<file path="config.mk">
export PLATFORM = sky130hd
export DESIGN_NAME = receive_pixel_flat
export DESIGN_NICKNAME = d
export VERILOG_FILES = /design/src/rtl/receive_pixel_if.sv /design/src/rtl/receive_pixel.sv /design/src/flat_wrapper.sv
export SDC_FILE = /design/constraint.sdc
export NUM_CORES = 1
export LEC_CHECK = 0
export BUFFER_PORTS_ARGS = -buffer_cell sky130_fd_sc_hd__buf_2
export CORE_ASPECT_RATIO = 1.1
export CORE_UTILIZATION = 27
export CTS_BUF_LIST = sky130_fd_sc_hd__clkbuf_16
export DETAILED_ROUTE_END_ITERATION = 10
export GPL_TIMING_DRIVEN = 0
export PLACE_DENSITY_LB_ADDON = 0.08
export SYNTH_ARGS = -nofsm -noshare
export SYNTH_HDL_FRONTEND = slang
export SYNTH_SLANG_ARGS = --single-unit
</file>
<file path="constraint.sdc">
create_clock -name i_clk -period 3.5 [get_ports i_clk]
set_clock_uncertainty 0.15 [all_clocks]
set_input_delay 0.35 -clock i_clk [delete_from_list [all_inputs] [get_ports i_clk]]
set_output_delay 0.35 -clock i_clk [all_outputs]
set_load 0.01 [all_outputs]
</file>
<file path="src/rtl/receive_pixel_if.sv">
// Pixel stream toward image BRAM: 12-bit pixel with linear address and valid/ready handshake.
interface receive_pixel_if;
    logic [11:0] pixel;
    logic [16:0] pixel_addr;
    logic        valid_out;
    logic        ready_in;

    modport master (output pixel, output pixel_addr, output valid_out, input ready_in);
    modport slave  (input pixel, input pixel_addr, input valid_out, output ready_in);
endinterface

</file>
<file path="src/rtl/receive_pixel.sv">
// UART receiver that pairs bytes into 12-bit pixels and streams one armed frame of IMAGE_SIZE
// pixels with addresses. BITS_N is expected to be at least 8; the pixel uses the low 8 data bits.
module receive_pixel #(
    parameter int CLKS_PER_BIT = 5208,
    parameter int BITS_N       = 8,
    parameter int PARITY_TYPE  = 0,
    parameter int IMAGE_SIZE   = 2500
) (
    input  logic i_clk,
    input  logic i_rst,
    input  logic i_uart_in,
    input  logic i_start,
    receive_pixel_if.master px,
    output logic o_busy,
    output logic o_frame_done,
    output logic o_rx_error,
    output logic o_overrun
);

    localparam int CNT_W = (CLKS_PER_BIT > 2) ? $clog2(CLKS_PER_BIT) : 1;
    localparam int BIT_W = (BITS_N > 2) ? $clog2(BITS_N) : 1;
    localparam logic [CNT_W-1:0] HALF_CNT = CNT_W'(CLKS_PER_BIT / 2 - 1);
    localparam logic [CNT_W-1:0] FULL_CNT = CNT_W'(CLKS_PER_BIT - 1);
    localparam logic [BIT_W-1:0] LAST_BIT = BIT_W'(BITS_N - 1);
    localparam logic [16:0]      LAST_IDX = 17'(IMAGE_SIZE - 1);

    typedef enum logic [2:0] {B_IDLE, B_START, B_DATA, B_PARITY, B_STOP} bit_state_t;
    typedef enum logic [1:0] {F_IDLE, F_RECV, F_DONE} frame_state_t;

    // line synchroniser; r_rx_d is one extra stage used only for edge detection
    logic r_sync1, r_rx, r_rx_d;
    logic w_fall;

    bit_state_t        r_bit_state, w_bit_next;
    logic [CNT_W-1:0]  r_cnt, w_cnt_next;
    logic [BIT_W-1:0]  r_bit_idx, w_bit_idx_next;
    logic [BITS_N-1:0] r_shift, w_shift_next;
    logic              r_par_err, w_par_err_next;
    logic              w_par_exp;
    logic              w_byte_ok, w_byte_bad;
    logic [7:0]        w_byte;

    frame_state_t r_frame, w_frame_next;
    logic         w_load, w_fd_next;
    logic         r_phase_high;
    logic [7:0]   r_pix_hi;
    logic [16:0]  r_index;
    logic [11:0]  r_pixel;
    logic [16:0]  r_addr;
    logic         r_valid;
    logic         r_frame_done, r_rx_error, r_overrun;
    logic         w_ready;

    assign w_ready = px.ready_in;
    assign w_fall  = r_rx_d & ~r_rx;
    assign w_byte  = r_shift[7:0];
    assign w_par_exp = (PARITY_TYPE == 1) ? ~(^r_shift) : (^r_shift);

    always_ff @(posedge i_clk or posedge i_rst) begin
        if (i_rst) begin
            r_sync1 <= 1'b1;
            r_rx    <= 1'b1;
            r_rx_d  <= 1'b1;
        end else begin
            r_sync1 <= i_uart_in;
            r_rx    <= r_sync1;
            r_rx_d  <= r_rx;
        end
    end

    always_ff @(posedge i_clk or posedge i_rst) begin
        if (i_rst) begin
            r_bit_state <= B_IDLE;
            r_cnt       <= '0;
            r_bit_idx   <= '0;
            r_shift     <= '0;
            r_par_err   <= 1'b0;
        end else begin
            r_bit_state <= w_bit_next;
            r_cnt       <= w_cnt_next;
            r_bit_idx   <= w_bit_idx_next;
            r_shift     <= w_shift_next;
            r_par_err   <= w_par_err_next;
        end
    end

    always_comb begin
        w_bit_next     = r_bit_state;
        w_cnt_next     = r_cnt;
        w_bit_idx_next = r_bit_idx;
        w_shift_next   = r_shift;
        w_par_err_next = r_par_err;
        w_byte_ok      = 1'b0;
        w_byte_bad     = 1'b0;
        case (r_bit_state)
            B_IDLE: begin
                if (w_fall) begin
                    w_bit_next = B_START;
                    w_cnt_next = HALF_CNT;
                end
            end
            B_START: begin
                if (r_cnt == '0) begin
                    if (!r_rx) begin
                        w_bit_next     = B_DATA;
                        w_cnt_next     = FULL_CNT;
                        w_bit_idx_next = LAST_BIT;
                        w_par_err_next = 1'b0;
                    end else begin
                        w_bit_next = B_IDLE;
                    end
                end else begin
                    w_cnt_next = r_cnt - 1'b1;
                end
            end
            B_DATA: begin
                if (r_cnt == '0) begin
                    w_shift_next = {r_rx, r_shift[BITS_N-1:1]};
                    w_cnt_next   = FULL_CNT;
                    if (r_bit_idx == '0) begin
                        w_bit_next = (PARITY_TYPE != 0) ? B_PARITY : B_STOP;
                    end else begin
                        w_bit_idx_next = r_bit_idx - 1'b1;
                    end
                end else begin
                    w_cnt_next = r_cnt - 1'b1;
                end
            end
            B_PARITY: begin
                if (r_cnt == '0) begin
                    w_par_err_next = (r_rx != w_par_exp);
                    w_cnt_next     = FULL_CNT;
                    w_bit_next     = B_STOP;
                end else begin
                    w_cnt_next = r_cnt - 1'b1;
                end
            end
            B_STOP: begin
                if (r_cnt == '0) begin
                    w_bit_next = B_IDLE;
                    if (r_rx && !r_par_err) w_byte_ok  = 1'b1;
                    else                    w_byte_bad = 1'b1;
                end else begin
                    w_cnt_next = r_cnt - 1'b1;
                end
            end
            default: w_bit_next = B_IDLE;
        endcase
    end

    always_ff @(posedge i_clk or posedge i_rst) begin
        if (i_rst) r_frame <= F_IDLE;
        else       r_frame <= w_frame_next;
    end

    always_comb begin
        w_frame_next = r_frame;
        w_load       = 1'b0;
        w_fd_next    = 1'b0;
        case (r_frame)
            F_IDLE: begin
                if (i_start) w_frame_next = F_RECV;
            end
            F_RECV: begin
                if (w_byte_ok && !r_phase_high) begin
                    w_load = 1'b1;
                    if (r_index == LAST_IDX) w_frame_next = F_DONE;
                end
            end
            F_DONE: begin
                if (!r_valid || w_ready) begin
                    w_frame_next = F_IDLE;
                    w_fd_next    = 1'b1;
                end
            end
            default: w_frame_next = F_IDLE;
        endcase
    end

    always_ff @(posedge i_clk or posedge i_rst) begin
        if (i_rst) begin
            r_phase_high <= 1'b1;
            r_pix_hi     <= '0;
            r_index      <= '0;
            r_pixel      <= '0;
            r_addr       <= '0;
            r_valid      <= 1'b0;
            r_frame_done <= 1'b0;
            r_rx_error   <= 1'b0;
            r_overrun    <= 1'b0;
        end else begin
            r_frame_done <= w_fd_next;
            if (r_frame == F_IDLE && i_start) begin
                r_index      <= '0;
                r_rx_error   <= 1'b0;
                r_overrun    <= 1'b0;
                r_phase_high <= 1'b1;
            end else if (r_frame == F_RECV) begin
                if (w_byte_bad) begin
                    // a corrupted byte resynchronises on the next pixel boundary
                    r_rx_error   <= 1'b1;
                    r_phase_high <= 1'b1;
                end else if (w_byte_ok) begin
                    if (r_phase_high) r_pix_hi <= w_byte;
                    r_phase_high <= ~r_phase_high;
                end
            end

            if (w_load) begin
                r_pixel <= {r_pix_hi, w_byte[3:0]};
                r_addr  <= r_index;
                r_valid <= 1'b1;
                r_index <= r_index + 17'd1;
                if (r_valid && !w_ready) r_overrun <= 1'b1;
            end else if (r_valid && w_ready) begin
                r_valid <= 1'b0;
            end
        end
    end

    assign px.pixel      = r_pixel;
    assign px.pixel_addr = r_addr;
    assign px.valid_out  = r_valid;
    assign o_busy        = (r_frame != F_IDLE);
    assign o_frame_done  = r_frame_done;
    assign o_rx_error    = r_rx_error;
    assign o_overrun     = r_overrun;

endmodule
</file>
<file path="src/flat_wrapper.sv">
// flat-port wrapper written by rule: the top's interface ports become plain ports
module receive_pixel_flat 
#(
    parameter int CLKS_PER_BIT = 5208,
    parameter int BITS_N       = 8,
    parameter int PARITY_TYPE  = 0,
    parameter int IMAGE_SIZE   = 2500
)
  (i_clk, i_rst, i_uart_in, i_start, o_busy, o_frame_done, o_rx_error, o_overrun, px_pixel, px_pixel_addr, px_valid_out, px_ready_in);
  receive_pixel_if px_i ();
  input  logic i_clk;
  input  logic i_rst;
  input  logic i_uart_in;
  input  logic i_start;
  output logic o_busy;
  output logic o_frame_done;
  output logic o_rx_error;
  output logic o_overrun;
  output wire logic [$bits(px_i.pixel)-1:0] px_pixel;
  output wire logic [$bits(px_i.pixel_addr)-1:0] px_pixel_addr;
  output wire logic [$bits(px_i.valid_out)-1:0] px_valid_out;
  input wire logic [$bits(px_i.ready_in)-1:0] px_ready_in;
  assign px_pixel = px_i.pixel;
  assign px_pixel_addr = px_i.pixel_addr;
  assign px_valid_out = px_i.valid_out;
  assign px_i.ready_in = px_ready_in;
  receive_pixel #(.CLKS_PER_BIT(CLKS_PER_BIT), .BITS_N(BITS_N), .PARITY_TYPE(PARITY_TYPE), .IMAGE_SIZE(IMAGE_SIZE)) u_core (.i_clk(i_clk), .i_rst(i_rst), .i_uart_in(i_uart_in), .i_start(i_start), .px(px_i), .o_busy(o_busy), .o_frame_done(o_frame_done), .o_rx_error(o_rx_error), .o_overrun(o_overrun));
endmodule
</file>
==> results_tabular.tex, run 1 <==
\begin{tabular}{lr}
\hline
Metric & Value \\
\hline
\multicolumn{2}{l}{\textbf{Status}} \\
Status & completed \\
\multicolumn{2}{l}{\textbf{Layout}} \\
Footprint of the multi-input gates & approximately 1900 sq um \\
Share of post-route cells with drive strength above 1 & 0.175 \\
Post-route design area & between 5000 and 6000 sq um \\
Layout fillers & 1626 \\
Final net count & about 520 \\
Utilization after layout & 0.330 \\
Commonest non-fill, non-tap cell in the layout & sky130\_fd\_sc\_hd\_\_nand2\_1 \\
Commonest non-fill, non-tap cells in the layout & sky130\_fd\_sc\_hd\_\_nand2\_1, sky130\_fd\_sc\_hd\_\_dfrtp\_1, sky130\_fd\_sc\_hd\_\_buf\_2 \\
Number of inserted diodes & 0 \\
Post-synthesis to final-layout area growth & 18.6\% \\
Sequential cell area & between 2000 and 2500 sq um \\
\multicolumn{2}{l}{\textbf{Power and ir drop}} \\
Worst ir drop on vdd & $\sim$0.20 mV \\
Pwr dens & around 510 nW/um\^{}2 \\
Leakage component of the power & 2.48 nW \\
Overall Power & 0.00265 W \\
\multicolumn{2}{l}{\textbf{STA}} \\
Ratio of final minimum period to clock period & 0.797 \\
Hold Violations, Final & 0 \\
Least-Margin Pin Slew & $\sim$0.84 ns \\
Fin. max-slew vios & 0 \\
Unrepaired setup endpoints after global routing & false \\
Min Tclk post-route & around 2.8 ns \\
Number of endpoints failing setup at the final stage & 0 \\
Headroom to the max-slew limit & 0.436 \\
Upper clock frequency limit & between 0.3 and 0.4 GHz \\
\multicolumn{2}{l}{\textbf{Setup path}} \\
Highest-delay cell along the critical path & sky130\_fd\_sc\_hd\_\_nor3b\_1 \\
Critical Path Source Type & flip-flop \\
Worst Path Max Fanout & 10 \\
Worst Path Arrival & between 2 and 3 ns \\
Sort of element at the end of the critical path & flip-flop \\
CP Cell Sequence & nor3b\_1 > nand4b\_1 > clkbuf\_1 > o21a\_1 > clkbuf\_1 > o21ai\_0 > o31ai\_1 \\
Largest incremental delay on the critical path & about 0.69 ns \\
Kind of critical path & reg -> reg \\
Req. time, crit path & roughly 3.6 ns \\
Dominant cell type by count on the critical path & sky130\_fd\_sc\_hd\_\_clkbuf\_1 \\
\multicolumn{2}{l}{\textbf{Place}} \\
Detailed Place HPWL & about 7500 um \\
Placement-stage cell area & 4860 sq um \\
Port Buffers & 38 \\
Global placement routability congestion & $\sim$0.75 \\
\multicolumn{2}{l}{\textbf{Global routing}} \\
Initial antenna violation count & 0 \\
Pin count of the biggest net entering global routing & between 60 and 70 \\
Via count of the first global-routing pass & roughly 3600 \\
Global Route Usage Sum & 0.148 \\
Global route total overflow & 0 \\
First-pass GRT wire length & 18700 um \\
\multicolumn{2}{l}{\textbf{Flow run}} \\
Max-cap viol count & 0 \\
\multicolumn{2}{l}{\textbf{Die}} \\
Die width & between 100 and 150 um \\
Core box area & $\sim$16000 sq um \\
Die Ht & approximately 140 um \\
Initial core utilization & 0.278 \\
Total Die Area & between 15000 and 20000 sq um \\
Io pins & 39 \\
Row count & 48 \\
\multicolumn{2}{l}{\textbf{Synthesis}} \\
Xor/xnor cell area share of the yosys netlist & 0.0199 \\
Post-synth cell types & between 50 and 60 \\
Largest family of logic cells by synthesized area & simple AND/OR/NAND/NOR gates \\
Multiplexer area fraction after synthesis & 0.0476 \\
Total of flip-flops plus latches after synthesis & 92 \\
Number of enable-type register cells in the synthesized netlist & 0 \\
Cell type contributing the most total cell area after synthesis & sky130\_fd\_sc\_hd\_\_dfrtp\_1 \\
Synthesized-area fraction occupied by ao, oa, aoi and oai cells & 0.120 \\
Post-synthesis sequential area ratio & 0.526 \\
Warnings from Yosys & 0 \\
Yosys top cell area share & 0.502 \\
Area share of fa/ha/maj cells after synthesis & 0.0142 \\
Leading register cell type out of synthesis & sky130\_fd\_sc\_hd\_\_dfrtp\_1 \\
Syn\_nets & 466 \\
Syn avg cell area & between 9 and 10 sq um \\
Post-synthesis share of cell area spent on and, or, nand and nor gates & 0.237 \\
Syn Inst Count & between 400 and 500 \\
Async set or reset register ratio after synthesis & 1.00 \\
Leading cell types by total area after synthesis & sky130\_fd\_sc\_hd\_\_dfrtp\_1, sky130\_fd\_sc\_hd\_\_nand2\_1, sky130\_fd\_sc\_hd\_\_o21ai\_0 \\
Post-Synthesis Cell Area & between 4000 and 5000 sq um \\
\multicolumn{2}{l}{\textbf{CTS}} \\
TritonCTS sink count & 92 \\
Clock tree from TritonCTS & done \\
TritonCTS Buffers & 9 \\
Number of H-tree branching levels & 3 \\
Resized Gates After CTS & 0 \\
Hold\_buf cts & 2 \\
Max clock buf depth & 2 \\
Clock-pin slew reported for the worst setup and hold paths after clock tree synthesis & 0.07 ns \\
Setup Fix Bufs, Post-CTS & 0 \\
Clock latency of the later-clocked register in the worst-skew pair & between 0.3 and 0.4 ns \\
Clock Root Buffer & sky130\_fd\_sc\_hd\_\_clkbuf\_16 \\
\multicolumn{2}{l}{\textbf{Routing}} \\
Wirelength, routed & 11100 um \\
Routed wirelength normalized by instance count & 15.6 um \\
DRT iter0 DRCs & 142 \\
Total number of vias & $\sim$3400 \\
First-pass iteration count of the detailed router & 4 \\
DR DRC count & 0 \\
Vias per inst & 4.84 \\
Antenna violation net count after detailed routing & 0 \\
\multicolumn{2}{l}{\textbf{Min path}} \\
Tightest Hold Check Type & in -> reg \\
\hline
\end{tabular}
## worst paths after layout
path                                             from                  to  slack, ns  cells past startpoint
worst min-delay path                      px_ready_in   u_core.r_frame[1]       0.21                      4
worst max register to register  u_core.r_bit_state[0]   u_core.r_index[7]       0.71                      7
worst min register to register         u_core.r_sync1         u_core.r_rx       0.22                      0
worst max-delay path            u_core.r_bit_state[0]   u_core.r_index[7]       0.71                      7
max in group asynchronous                       i_rst       u_core.r_rx_d       2.11                      4
min in group asynchronous                       i_rst  u_core.r_pix_hi[2]       0.41                      3
## cell usage after synthesis (3+ instances only)
cell type                   instances
sky130_fd_sc_hd__nand4b_1           3
sky130_fd_sc_hd__and3_1             3
sky130_fd_sc_hd__a211oi_1           5
sky130_fd_sc_hd__clkbuf_1          16
sky130_fd_sc_hd__a22o_1             3
sky130_fd_sc_hd__o31ai_1            4
sky130_fd_sc_hd__o2bb2ai_1          3
sky130_fd_sc_hd__mux2_2             7
sky130_fd_sc_hd__nand4_1            3
sky130_fd_sc_hd__dfstp_2            4
sky130_fd_sc_hd__nor4_1             3
sky130_fd_sc_hd__inv_1             15
sky130_fd_sc_hd__xor2_1             3
sky130_fd_sc_hd__xnor2_1            7
sky130_fd_sc_hd__or2_2              3
sky130_fd_sc_hd__a21oi_1           14
sky130_fd_sc_hd__nand3b_1           3
sky130_fd_sc_hd__buf_2              3
sky130_fd_sc_hd__nor2_1            32
sky130_fd_sc_hd__ha_1               5
sky130_fd_sc_hd__nand2_1          108
sky130_fd_sc_hd__nor3b_1            6
sky130_fd_sc_hd__dfrtp_1           88
sky130_fd_sc_hd__nand2b_1           3
sky130_fd_sc_hd__nor3_1            11
sky130_fd_sc_hd__mux2_4             8
sky130_fd_sc_hd__nand3_1           16
sky130_fd_sc_hd__o21ai_0           34
sky130_fd_sc_hd__or3_1              5
sky130_fd_sc_hd__a31oi_1            3
sky130_fd_sc_hd__o21a_1             3
## flip-flops by register name (all words and copies together) (netlist names), 2 cells and up
name and flops:
u_core.r_shift 8, u_core.r_bit_idx 3, u_core.r_pix_hi 8, u_core.px.pixel 12, u_core.px.pixel_addr 17, u_core.r_bit_state 3, u_core.r_cnt 13, u_core.r_frame 2
u_core.r_index 17
## cell type report
class                           count  share of cell area
Buffer                             21              0.0187
Multi-Input combinational cell    328               0.371
Tap cell                          200              0.0481
Clock inverter                      7              0.0192
Inverter                           15              0.0113
Sequential cell                    92               0.443
Timing Repair Buffer               41              0.0457
Clock buffer                        9              0.0433
## per-stage QoR
| stage | instances | setup TNS, ns | worst slack, ns | hold WS (ns) |
|---|---|---|---|---|
| after floorplan | 456 | 0 | 0.615 | 0.195 |
| after global placement | 694 | -72.98 | -0.835 | 0.199 |
| after detailed placement | 695 | 0 | 0.746 | 0.200 |
| after CTS | 713 | 0 | 0.706 | 0.209 |
| after global routing | 713 | 0 | 0.465 | 0.222 |
| final | 713 | 0 | 0.709 | 0.209 |
## critical path, delay by kind of cell (launching register included)
kind,cells,cell delay [ns]
buffers and inverters,2,0.55
AND/OR/NAND/NOR,2,0.90
AO/OA/AOI/OAI,3,0.64
flip-flops,1,0.40
## logic make-up after synthesis
kind of cell | after synthesis
muxes | 16
adders and majority gates | 5
AOI/OAI and AO/OA | 84
xor gates and xnor gates | 10
DFF | 92
buffers and inverters | 36
and+or+nand+nor | 213
## metal layers
metal	wire length, um	GRT usage
met5	0	0
met4	236	0.0763
met3	302	0.0253
met2	5380	0.235
met1	5180	0.191
## power by group
group	total [W]	leakage [nW]	switching (W)	internal [W]
Combinational	0.000321	1.09	0.000186	0.000135
Sequential	0.00124	1.23	0.000105	0.00113
Clock	0.00109	0.159	0.000458	0.000633
Power figures use the tool's default switching activity.
==> run 2, diff against run 1 <==
Clock period 3.5 ns to 2.4 ns, I/O delays scaled along.
==> run 2 against run 1 <==
  * Setup slack got worse by 0.62 ns
  * Cell count rose by 1.8%
  * Core utilization rose by 1.3 points
  * Hold slack got worse by 0.14 ns
==> results_tabular.tex, run 2 (synthesis gave the netlist of run 1 again) <==
\begin{tabular}{lr}
\hline
Metric & Value \\
\hline
\multicolumn{2}{l}{\textbf{Status}} \\
Status & completed (unchanged) \\
\multicolumn{2}{l}{\textbf{STA}} \\
Upper clock frequency limit & 0.433 GHz (was 0.358 GHz) \\
Min Tclk post-route & 2.31 ns (was 2.79 ns) \\
Headroom to the max-slew limit & 0.467 (was 0.436) \\
Fin Hold WS & 0.0683 ns (was 0.209 ns) \\
Unrepaired setup endpoints after global routing & true (was false) \\
Least-Margin Pin Slew & 0.793 ns (was 0.845 ns) \\
Number of endpoints failing setup at the final stage & 0 (unchanged) \\
Fin. max-slew vios & 0 (unchanged) \\
Hold Violations, Final & 0 (unchanged) \\
Setup total negative slack & 0 ns (unchanged) \\
Ratio of final minimum period to clock period & 0.962 (was 0.797) \\
\multicolumn{2}{l}{\textbf{Setup path}} \\
Critical Path Source Type & flip-flop (unchanged) \\
Sort of element at the end of the critical path & flip-flop (unchanged) \\
Critical Path End & u\_core.r\_cnt[6] (was u\_core.r\_index[7]) \\
Critical path launch point & u\_core.r\_cnt[1] (was u\_core.r\_bit\_state[0]) \\
R2r startpoint & u\_core.r\_cnt[1] (was u\_core.r\_bit\_state[0]) \\
Req. time, crit path & 2.48 ns (was 3.56 ns) \\
Kind of critical path & reg -> reg (unchanged) \\
Worst Path Max Fanout & 5 (was 10) \\
Worst flop-to-flop path endpoint & u\_core.r\_cnt[6] (was u\_core.r\_index[7]) \\
Cell depth of the worst flop-to-flop path & 9 (was 7) \\
Worst reg2reg setup slack & 0.09 ns (was 0.71 ns) \\
Worst Path Arrival & 2.39 ns (was 2.85 ns) \\
\multicolumn{2}{l}{\textbf{CTS}} \\
Clock latency of the later-clocked register in the worst-skew pair & 0.35 ns (about the same) \\
Clock-pin slew reported for the worst setup and hold paths after clock tree synthesis & 0.07 ns (about the same) \\
Clock tree from TritonCTS & done (unchanged) \\
Number of H-tree branching levels & 3 (unchanged) \\
TritonCTS Buffers & 9 (unchanged) \\
TritonCTS sink count & 92 (unchanged) \\
Clock Root Buffer & sky130\_fd\_sc\_hd\_\_clkbuf\_16 (unchanged) \\
Max clock buf depth & 2 (unchanged) \\
\multicolumn{2}{l}{\textbf{Routing}} \\
Routed wirelength normalized by instance count & 15.4 um (was 15.6 um) \\
DRT iter0 DRCs & 198 (was 142) \\
DR DRC count & 0 (unchanged) \\
Wirelength, routed & 11200 um (was 11100 um) \\
Vias per inst & 4.82 (was 4.84) \\
First-pass iteration count of the detailed router & 4 (unchanged) \\
Antenna violation net count after detailed routing & 0 (unchanged) \\
Total number of vias & 3496 (was 3449) \\
\multicolumn{2}{l}{\textbf{Power and ir drop}} \\
Worst ir drop on vdd & 0.292 mV (was 0.204 mV) \\
Overall Power & 0.00386 W (was 0.00265 W) \\
Pwr dens & 713 nW/um\^{}2 (was 509 nW/um\^{}2) \\
Clk network pwr share & 0.379 (was 0.411) \\
Share of power burned in combinational logic & 0.151 (was 0.121) \\
Fraction of power consumed by sequential logic & 0.470 (was 0.468) \\
Leakage component of the power & 2.58 nW (was 2.48 nW) \\
NetSw & 0.00112 W (was 0.000749 W) \\
Switching share of power & 0.289 (was 0.283) \\
Internal power & 0.00274 W (was 0.00190 W) \\
\multicolumn{2}{l}{\textbf{Global routing}} \\
Global Route Usage Sum & 0.147 (was 0.148) \\
Initial antenna violation count & 0 (unchanged) \\
Pin count of the biggest net entering global routing & 35 (was 61) \\
First-pass GRT wire length & 18700 um (about the same) \\
Via count of the first global-routing pass & 3526 (was 3550) \\
Global route total overflow & 0 (unchanged) \\
\multicolumn{2}{l}{\textbf{Die}} \\
Die Ht & 136 um (unchanged) \\
Row count & 48 (unchanged) \\
Total Die Area & 16800 sq um (unchanged) \\
Io pins & 39 (unchanged) \\
Core box area & 15800 sq um (unchanged) \\
Die width & 124 um (unchanged) \\
Initial core utilization & 0.278 (unchanged) \\
\multicolumn{2}{l}{\textbf{Min path}} \\
Tightest Hold Check Type & in -> reg (unchanged) \\
Beginning of the worst hold path & px\_ready\_in (unchanged) \\
\multicolumn{2}{l}{\textbf{Layout}} \\
Commonest non-fill, non-tap cell in the layout & sky130\_fd\_sc\_hd\_\_nand2\_1 (unchanged) \\
Final net count & 531 (was 518) \\
Number of inserted diodes & 0 (unchanged) \\
Share of post-route cells with drive strength above 1 & 0.241 (was 0.175) \\
Post-synthesis to final-layout area growth & 23.4\% (was 18.6\%) \\
Commonest non-fill, non-tap cells in the layout & sky130\_fd\_sc\_hd\_\_nand2\_1, sky130\_fd\_sc\_hd\_\_dfrtp\_1, sky130\_fd\_sc\_hd\_\_buf\_2 (unchanged) \\
\multicolumn{2}{l}{\textbf{Place}} \\
Port Buffers & 38 (unchanged) \\
Global placement routability congestion & 0.765 (was 0.754) \\
Detailed Place HPWL & 7720 um (was 7530 um) \\
\multicolumn{2}{l}{\textbf{Flow run}} \\
Max-cap viol count & 0 (unchanged) \\
\hline
\end{tabular}
[run 2: cell types whose count changed in the layout (fill, tap and decap cells not counted), sizes merged]
cell / previous run / this run
buf: 44 / 64
bufinv: 2 / 1
clkbuf: 25 / 18
clkinv: 1 / 5
inv: 18 / 15
[run 2: power groups by stage]
stage | clock network, W | registers (W) | logic [W]
2_1_floorplan | 0 | 0.00180 | 0.000364
5_1_grt | 0.00157 | 0.00183 | 0.000654
6_report | 0.00146 | 0.00181 | 0.000583
3_3_place_gp | 0 | 0.00183 | 0.000457
3_5_place_dp | 0 | 0.00183 | 0.000473
4_1_cts | 0.00152 | 0.00180 | 0.000566
[run 2: final cells by class]
type | count | area, sq um
Inverter | 15 | 60.1
Clock buffer | 9 | 225
Clock inverter | 7 | 76.3
Fill cell | 1644 | 10400
Buffer | 19 | 121
Sequential cell | 92 | 2310
Timing Repair Buffer | 56 | 359
Tap cell | 200 | 250
Multi-Input combinational cell | 328 | 2020
[run 2: stage by stage]
step / std cells / cell area [sq um] / utilization / worst slack (ns)
3_5_place_dp: 696 / 4870 / 0.309 / -0.402
3_3_place_gp: 694 / 4830 / 0.306 / -0.434
2_1_floorplan: 456 / 4390 / - / 0.102
5_1_grt: 726 / 5420 / 0.343 / -0.0230
6_report: 726 / 5420 / 0.343 / 0.0913
4_1_cts: 724 / 5340 / 0.338 / -0.00460
[run 2: how the worst min path moves through the flow]
stage          cells after the start                 to  slack [ns]
5_1_grt                            4  u_core.r_frame[1]        0.11
3_5_place_dp                       1     u_core.r_sync1        0.20
3_3_place_gp                       1     u_core.r_sync1        0.20
4_1_cts                            4  u_core.r_frame[1]        0.07
6_report                           4  u_core.r_frame[1]        0.07
2_1_floorplan                      0     u_core.r_sync1        0.09
[run 2: critical path, cell delays in order (launching register included)]
cell and delay [ns]:
sky130_fd_sc_hd__dfrtp_1 0.39, sky130_fd_sc_hd__inv_2 0.05, sky130_fd_sc_hd__ha_1 0.18, sky130_fd_sc_hd__nor4b_4 0.12
sky130_fd_sc_hd__buf_4 0.17, sky130_fd_sc_hd__and3_2 0.25, sky130_fd_sc_hd__a211oi_4 0.33, sky130_fd_sc_hd__buf_6 0.17
sky130_fd_sc_hd__o21ai_0 0.08, sky130_fd_sc_hd__a211o_1 0.30
[run 2: metal layers]
layer / part of all wire / routed length (um) / vias up / track usage
met2: 0.49 / 5480 / 45 / 0.240
met4: 0.020 / 228 / 0 / 0.0696
met1: 0.47 / 5220 / 1731 / 0.189
met3: 0.025 / 282 / 13 / 0.0227
li1: - / - / 1707 / -
met5: 0 / 0 / - / 0
[run 2: what timing repair did]
action,in CTS,in global routing
hold endpoints to repair,30,0
buffers inserted,11,3
pin swaps,4,1
hold buffers,2,0
gates resized for setup,19,27
endpoints found under the setup margin,77,56
cloned,0,0
